## config.mk

```make
export PLATFORM = sky130hd
export DESIGN_NAME = vga_frame_receiver
export DESIGN_NICKNAME = d
export VERILOG_FILES = /design/src/rtl/vga_frame_receiver.sv
export SDC_FILE = /design/constraint.sdc
export NUM_CORES = 1
export LEC_CHECK = 0
export ABC_AREA = 1
export CAP_MARGIN = 20
export CELL_PAD_IN_SITES_DETAIL_PLACEMENT = 2
export CELL_PAD_IN_SITES_GLOBAL_PLACEMENT = 2
export CORE_UTILIZATION = 37
export DETAILED_ROUTE_END_ITERATION = 10
export DONT_BUFFER_PORTS = 1
export PLACE_DENSITY = 0.88
export SLEW_MARGIN = 5
export SYNTH_ARGS = -nofsm -noshare
export SYNTH_HDL_FRONTEND = slang
export SYNTH_SLANG_ARGS = --single-unit
```

## constraint.sdc

```tcl
create_clock -name clk -period 6.4 [get_ports clk]
set_input_delay 0.64 -clock clk [delete_from_list [all_inputs] [get_ports clk]]
set_output_delay 0.64 -clock clk [all_outputs]
set_load 0.1 [all_outputs]
```

## src/rtl/vga_frame_receiver.sv

```systemverilog
// VGA raster receiver: recovers pixel coordinates from h/v sync, checks line and frame
// timing against the configured mode and emits a valid-qualified pixel stream.
module vga_frame_receiver #(
    parameter int unsigned H_VISIBLE = 640,
    parameter int unsigned H_FRONT   = 16,
    parameter int unsigned H_SYNC    = 96,
    parameter int unsigned H_BACK    = 48,
    parameter int unsigned V_VISIBLE = 480,
    parameter int unsigned V_FRONT   = 10,
    parameter int unsigned V_SYNC    = 2,
    parameter int unsigned V_BACK    = 33,
    parameter logic        SYNC_POL  = 1'b0
) (
    input  logic        clk,
    input  logic        rst,
    input  logic        enable,
    input  logic        vga_h_sync,
    input  logic        vga_v_sync,
    input  logic [3:0]  vga_red,
    input  logic [3:0]  vga_green,
    input  logic [3:0]  vga_blue,
    output logic        pix_valid,
    output logic [9:0]  pix_x,
    output logic [9:0]  pix_y,
    output logic [11:0] pix_rgb,
    output logic        frame_start,
    output logic        frame_done,
    output logic        locked,
    output logic        timing_err,
    output logic [7:0]  err_count
);

    localparam logic [11:0] H_TOTAL  = 12'(H_VISIBLE + H_FRONT + H_SYNC + H_BACK);
    localparam logic [10:0] V_TOTAL  = 11'(V_VISIBLE + V_FRONT + V_SYNC + V_BACK);
    localparam logic [10:0] H_SYNC_W = 11'(H_SYNC);
    localparam logic [10:0] H_START  = 11'(H_SYNC + H_BACK);
    localparam logic [10:0] H_END    = 11'(H_SYNC + H_BACK + H_VISIBLE);
    localparam logic [9:0]  V_START  = 10'(V_SYNC + V_BACK);
    localparam logic [9:0]  V_END    = 10'(V_SYNC + V_BACK + V_VISIBLE);
    localparam logic [9:0]  X_LAST   = 10'(H_VISIBLE - 1);
    localparam logic [9:0]  Y_LAST   = 10'(V_VISIBLE - 1);

    typedef enum logic [1:0] {ST_SEARCH, ST_ACQUIRE, ST_LOCKED} state_t;

    state_t      r_state;
    state_t      w_next;
    logic        w_te;

    logic        r_hact, r_vact, r_hact_prev, r_vact_prev;
    logic [11:0] r_rgb;
    logic [10:0] r_h_cnt;
    logic [9:0]  r_v_cnt;
    logic        r_h_seen;

    logic        r_pix_valid, r_frame_start, r_frame_done, r_locked, r_timing_err;
    logic [9:0]  r_pix_x, r_pix_y;
    logic [11:0] r_pix_rgb;
    logic [7:0]  r_err_count;

    logic        w_h_edge, w_h_deassert, w_v_edge;
    logic [10:0] w_h_cnt;
    logic [9:0]  w_v_cnt;
    logic        w_err, w_vis, w_emit;
    logic [9:0]  w_x, w_y;

    assign w_h_edge     = r_hact & ~r_hact_prev;
    assign w_h_deassert = ~r_hact & r_hact_prev;
    assign w_v_edge     = r_vact & ~r_vact_prev;

    assign w_h_cnt = w_h_edge ? '0 : ((r_h_cnt == '1) ? r_h_cnt : r_h_cnt + 11'd1);
    assign w_v_cnt = w_v_edge ? '0 :
                     ((w_h_edge && r_v_cnt != '1) ? r_v_cnt + 10'd1 : r_v_cnt);

    // Line checks wait for one observed hsync edge so a line cut short by reset is not scored.
    assign w_err = (r_state != ST_SEARCH) & (
                     (w_h_edge & r_h_seen & (({1'b0, r_h_cnt} + 12'd1) != H_TOTAL)) |
                     (w_h_deassert & r_h_seen & (w_h_cnt != H_SYNC_W)) |
                     (w_v_edge & (({1'b0, r_v_cnt} + 11'd1) != V_TOTAL)));

    assign w_vis  = (w_h_cnt >= H_START) && (w_h_cnt < H_END) &&
                    (w_v_cnt >= V_START) && (w_v_cnt < V_END);
    assign w_x    = 10'(w_h_cnt - H_START);
    assign w_y    = w_v_cnt - V_START;
    assign w_emit = w_vis & (r_state == ST_LOCKED) & enable & ~w_err;

    always_comb begin
        w_next = r_state;
        w_te   = 1'b0;
        case (r_state)
            ST_SEARCH:  if (w_v_edge) w_next = ST_ACQUIRE;
            ST_ACQUIRE: begin
                if (w_err)         w_next = ST_SEARCH;
                else if (w_v_edge) w_next = ST_LOCKED;
            end
            ST_LOCKED: begin
                if (w_err) begin
                    w_next = ST_SEARCH;
                    w_te   = 1'b1;
                end
            end
            default:    w_next = ST_SEARCH;
        endcase
        if (!enable) begin
            w_next = ST_SEARCH;
            w_te   = 1'b0;
        end
    end

    always_ff @(posedge clk) begin
        if (rst) r_state <= ST_SEARCH;
        else     r_state <= w_next;
    end

    always_ff @(posedge clk) begin
        if (rst) begin
            r_hact        <= 1'b0;
            r_vact        <= 1'b0;
            r_hact_prev   <= 1'b0;
            r_vact_prev   <= 1'b0;
            r_rgb         <= '0;
            r_h_cnt       <= '0;
            r_v_cnt       <= '0;
            r_h_seen      <= 1'b0;
            r_pix_valid   <= 1'b0;
            r_pix_x       <= '0;
            r_pix_y       <= '0;
            r_pix_rgb     <= '0;
            r_frame_start <= 1'b0;
            r_frame_done  <= 1'b0;
            r_locked      <= 1'b0;
            r_timing_err  <= 1'b0;
            r_err_count   <= '0;
        end else begin
            r_hact        <= (vga_h_sync == SYNC_POL);
            r_vact        <= (vga_v_sync == SYNC_POL);
            r_rgb         <= {vga_red, vga_green, vga_blue};
            r_hact_prev   <= r_hact;
            r_vact_prev   <= r_vact;
            r_h_cnt       <= w_h_cnt;
            r_v_cnt       <= w_v_cnt;
            if (w_h_edge) r_h_seen <= 1'b1;
            r_pix_valid   <= w_emit;
            if (w_emit) begin
                r_pix_x   <= w_x;
                r_pix_y   <= w_y;
                r_pix_rgb <= r_rgb;
            end
            r_frame_start <= w_emit & (w_x == '0) & (w_y == '0);
            r_frame_done  <= w_emit & (w_x == X_LAST) & (w_y == Y_LAST);
            r_locked      <= (w_next == ST_LOCKED);
            r_timing_err  <= w_te;
            if (w_te && r_err_count != '1) r_err_count <= r_err_count + 8'd1;
        end
    end

    assign pix_valid   = r_pix_valid;
    assign pix_x       = r_pix_x;
    assign pix_y       = r_pix_y;
    assign pix_rgb     = r_pix_rgb;
    assign frame_start = r_frame_start;
    assign frame_done  = r_frame_done;
    assign locked      = r_locked;
    assign timing_err  = r_timing_err;
    assign err_count   = r_err_count;

endmodule

```

Yosys cells after proc, flatten, opt, wreduce, memory -nomap -nowiden. Cells that the tools add are included.

Register bits after elaboration: 85. Input port bits: 17. Output and inout bits: 45.

Add/sub/neg operators: 7. Magnitude comparators: 4. Equal/unequal tests: 11. Mux-type cells: 13. Bitwise operators: 24. Reduce and logical (&&, ||, !) cells: 9.

Operators by type and width (count): two-way mux 11 bit (2); zero test 10 bit (2); two-way mux 10 bit (2); AND 1 bit (16); adder 11 x 1 -> 12 bit, second input constant (1); inequality test 12 x 10 -> 1 bit, second input constant (1); adder 10 x 1 -> 11 bit, second input constant (1); adder 11 x 1 -> 11 bit, second input constant (1); == test 11 bit, second input constant (1); >= comparator 11 x 8 -> 1 bit, second input constant (1); less-than comparator 11 x 10 -> 1 bit, second input constant (1); inequality test 11 x 10 -> 1 bit, second input constant (1); inequality test 11 x 7 -> 1 bit, second input constant (1); adder 10 x 1 -> 10 bit, second input constant (1); == test 10 bit, second input constant (1); == test 10 x 9 -> 1 bit, second input constant (1); >= comparator 10 x 6 -> 1 bit, second input constant (1); less-than comparator 10 bit, second input constant (1); two-way mux 2 bit (5); inequality test 10 bit, second input constant (1); subtractor 10 x 6 -> 10 bit, second input constant (1); subtractor 10 x 8 -> 10 bit, second input constant (1); adder 8 x 1 -> 8 bit, second input constant (1); inequality test 8 bit, second input constant (1); 9 further kinds (22).

Logic depth before layout (Yosys ltp).
Depth in word-level cells: 13. Mapped depth: 20. Depth with buffers taken out: 19.

Worst setup path after synthesis. No wires, ideal clock.

Path type: reg2reg. Start: register r_v_cnt[0]. End: register r_pix_rgb[0] (netlist: pix_rgb[0]). Arrival: 2548 ps. Slack: 3735 ps. Stages on the path, launching flop included: 20. Path buffers: 2. Cells stage by stage: dfxtp_1 > ha_1 > nand2_1 > nor2_4 > nand3_2 > nand2_2 > buf_6 > nand2_1 > o21ai_0 > nor2_1 > ha_1 > inv_1 > nand2_1 > o21ai_2 > nand3_2 > nand3_4 > inv_4 > buf_6 > nor2_1 > nor2_1.

Word-level cells in the longest chain between the ends: 10. Elaborated cells between the ends (all ways): 18.

Ends and longest elaborated chain: start: declaration (line 52) `logic [9:0] r_v_cnt;`; start signal: assignment (line 140) `r_v_cnt <= w_v_cnt;`; parallel branches: the longest is 2 deep, another holds adder 10 x 1 -> 10 bit; two-way mux 10 bit * (line 72) `((w_h_edge && r_v_cnt != '1) ? r_v_cnt + 10'd1 : r_v_cnt);`; two-way mux 10 bit * (line 71) `assign w_v_cnt = w_v_edge ? '0 :`; net w_v_cnt[1] (line 62) `logic [9:0] w_v_cnt;`; >= comparator 10 x 6 -> 1 bit (line 81) `(w_v_cnt >= V_START) && (w_v_cnt < V_END);`; logical AND 1 bit (line 80) `assign w_vis = (w_h_cnt >= H_START) && (w_h_cnt < H_END) &&`; logical AND 1 bit * (line 81); AND 1 bit * (3 in a row) (line 84) `assign w_emit = w_vis & (r_state == ST_LOCKED) & enable & ~w_err;`; end signal: assignment (line 146) `r_pix_rgb <= r_rgb;`; end: declaration (line 57) `logic [11:0] r_pix_rgb;`.

Mark *: on every way through the listed nets, which the timed path passes. A chain may end at the register's enable or synchronous reset.

Worst setup path after layout.
Start: register r_v_cnt[0]. End: register r_pix_x[5] (netlist: pix_x[5]).

Word-level cells in the longest chain between the ends: 10. Elaborated cells between the ends (all ways): 18.

Ends and longest elaborated chain: parallel branches: the longest is 2 deep, another holds adder 10 x 1 -> 10 bit; two-way mux 10 bit * (line 72); two-way mux 10 bit * (line 71); net w_v_cnt[1] (line 62); >= comparator 10 x 6 -> 1 bit (line 81); logical AND 1 bit (line 80); logical AND 1 bit * (line 81); AND 1 bit * (3 in a row) (line 84); end signal: assignment (line 144) `r_pix_x <= w_x;`; end: declaration (line 56) `logic [9:0] r_pix_x, r_pix_y;`.

Marked as above.

==> metrics.txt <==
CTS buffer count=9; crit path buf inv count=2; pins over their slew limit=0; top-area cell type share of the netlist area=38.5%; CP max FO=34; initial antenna violation count=0; Mapped Nets=between 600 and 700; crit path launch type=flop; synth top area cells=dfxtp_1 39%, nor2_1 12%, nand2_1 12%; CP Cell Sequence=ha_1 > nand2_1 > nor2_4 > nand3_2 > nand2_2 > nand2_1 > o21ai_0 > nor2_1 > ha_1 > inv_1 > nand2_1 > o21ai_2 > nand3_2 > nand3_4 > inv_4 > nor2_1 > nor2_1; outcome=finished, violations left; RSZ-0062 raised after global routing=no; clk buf depth=2; Worst-Margin Slew=1.10 ns; Fin Hold WS=between 0.3 and 0.4 ns; most common cell in the synthesized netlist=nor2_1; worst hold start=rst; hold path cells=1; HPWL after DPL=10,600 um; total number of H-tree levels=3; GPL Wtd Cong=between 0.8 and 0.9; Place WS=between 2 and 3 ns; Synth cell types=35; setup_tns=0 ns; R2R Setup Slk=between 2 and 3 ns; Post-CTS Setup Bufs=0; die height=roughly 110 um; reg2reg start=r_v_cnt[0]; Mapped Avg Cell Area=6.75 um^2; Resized Gates After CTS=0; Setup CP Type=flop to flop; Final Routed Wirelength=approximately 15,000 um; Max-slew headroom=between 20% and 30%; DR vias=~4.2k; Netlist Area Pre-Place=around 4400 um^2; PwrDens=250 nW/um^2; Final setup viols=0; share of cells above drive strength 1=roughly 8%; LEAKAGE=2.18 nW; Area Overhead vs Synth=8.55%; Top delay family on crit path=simple AND/OR/NAND/NOR gates; placed insts=about 780; grt total ovfl=0; Reg2Reg Capture Point=pix_x[5]; antenna viol nets, final=0; root buf cell=clkbuf_16; failing checks=design-rule violations; min cycle time layout=~3.8 ns; fin area=approximately 4800 um^2; # nets final=a little under 700; Synth warnings=0; Synth area leader=dfxtp_1; Tcrit/Tclk final=58.7%; Peak VDD IR=between 0.0002 and 0.00025 V; clock tree from TritonCTS=done; Antenna Cells=0; EDFF count, synth=0; #FFs+latches synth=85; Final Hold Vio Count=0; Via density=approximately 5.3; Reg2Reg Depth=17; hold_buf cts=0; wire per inst=about 19 um; Worst Hold End=r_h_cnt[1]; Data required, critical path=between 6 and 7 ns; slowest CP cell=dfxtp_1; Worst Setup End Kind=flop; Post-Place Cell Area=about 4500 um^2; Clock Latency Late Sink=0.36 ns; ys async rst share=0%; starting DRC count in detailed routing=155; largest net degree at the start of global routing=48; overall routing resource usage=between 20% and 30%; worst hold path class=input port to flop; CTS clk-pin slew, worst paths=around 0.070 ns; post-synthesis cell count=between 600 and 700; first-pass GRT wire length=between 20,000 and 25,000 um; IO buf count=0; initial core utilization=roughly two fifths; Final Worst Setup Slack=about 2.6 ns; Core Rows=39; Seq/Total Area, Yosys=38.5%; Fin Clk Skew=approximately 0.012 ns; dominant synthesized flop cell=dfxtp_1; max frequency=0.266 GHz; max-cap violations=0; die area=12,400 um^2; # DRC=6; Core ar.=11,500 um^2; CP max stage delay=0.48 ns; Synth top cells by count=146 x nor2_1, 137 x nand2_1, 85 x dfxtp_1; CP Data Arrival Time=~4.0 ns; IO Count=62; fin cells=approximately 800; Pre-antenna DRT Iters=7; DIE WIDTH=111 um; vias in the first global route=about 4.7k; clk sink count=85
## how the worst max path moves through the flow
stage	startpoint	endpoint	slack, ns	depth (start not counted)
2_1_floorplan	r_v_cnt[0]	pix_rgb[0]	3.74	19
3_3_place_gp	r_v_cnt[0]	pix_y[2]	2.94	17
3_5_place_dp	r_v_cnt[0]	pix_y[1]	2.71	17
4_1_cts	r_v_cnt[0]	pix_x[5]	2.63	17
5_1_grt	r_v_cnt[0]	pix_x[5]	2.34	17
6_report	r_v_cnt[0]	pix_x[5]	2.64	17
## layer usage
metal  routed length, um  global-route usage, %  part of all wire, %  up-vias
li1                    -                      -                    -     2035
met1                6150                   27.5                   40     2095
met2                8430                   49.6                   55       76
met3                 437                   4.32                  2.8       31
met4                 405                   11.8                  2.6        0
met5                   0                      0                    0        -
## through the flow
stage,util (%),power [W]
6_report,41.7,0.00120
4_1_cts,41.4,0.00121
3_3_place_gp,38.8,0.000655
5_1_grt,41.7,0.00124
2_1_floorplan,-,0.000637
3_5_place_dp,38.8,0.000664
## state kept, by name (all words and copies together) (netlist names)
name	cells
r_state	2
r_vact	1
pix_rgb	12
r_h_cnt	11
r_vact_prev	1
locked	1
r_rgb	12
r_v_cnt	10
frame_start	1
err_count	8
pix_y	10
r_hact	1
pix_x	10
pix_valid	1
frame_done	1
r_h_seen	1
timing_err	1
r_hact_prev	1
## placed cells by master (no fill, tap or decap), drive strengths merged, types with 2 or more instances in the layout
cell,instances
xor2,5
nand3,52
o21bai,2
nand3b,4
nand4,16
nand2,149
clkinvlp,2
clkbuf,9
o21ai,43
inv,85
nor3,7
xnor2,4
a21oi,15
a2111oi,2
ha,11
clkinv,3
o211ai,2
dfxtp,85
nor2,152
## worst register-to-register path, cell delays in order (launching register included)
cell and delay [ns]:
dfxtp_1 0.48, ha_1 0.32, nand2_1 0.12, nor2_4 0.16, nand3_2 0.13, nand2_2 0.28, nand2_1 0.12, o21ai_0 0.10
nor2_1 0.13, ha_1 0.23, inv_1 0.11, nand2_1 0.11, o21ai_2 0.25, nand3_2 0.16, nand3_4 0.40, inv_4 0.24
nor2_1 0.21, nor2_1 0.08
## cell type report
class | count | area [um^2]
fillers | 1410 | 6720
multi-input cells | 466 | 2270
flip-flops and latches | 85 | 1700
inverters | 85 | 322
clock buffers | 9 | 225
well taps | 143 | 179
clock inverters | 6 | 73.8
repair buffers | 1 | 27.5
## cells by family (layout without fill, tap and decap cells)
kind of cell	Yosys count	count (layout)	synth area share, %
buffers and inverters	104	101	10.2
flip-flops	85	85	38.5
XOR/XNOR	9	9	1.78
AO/OA/AOI/OAI	64	64	7.98
adder cells (fa/ha/maj)	11	11	3.11
AND/OR/NAND/NOR	382	382	38.4
## power by group
group	switching [W]	internal, W	leakage, nW
logic	0.0000797	0.0000307	1.35
clock network	0.000239	0.000304	0.140
registers	0.00000880	0.000539	0.691
No activity file was read; power rests on OpenSTA's default activity.
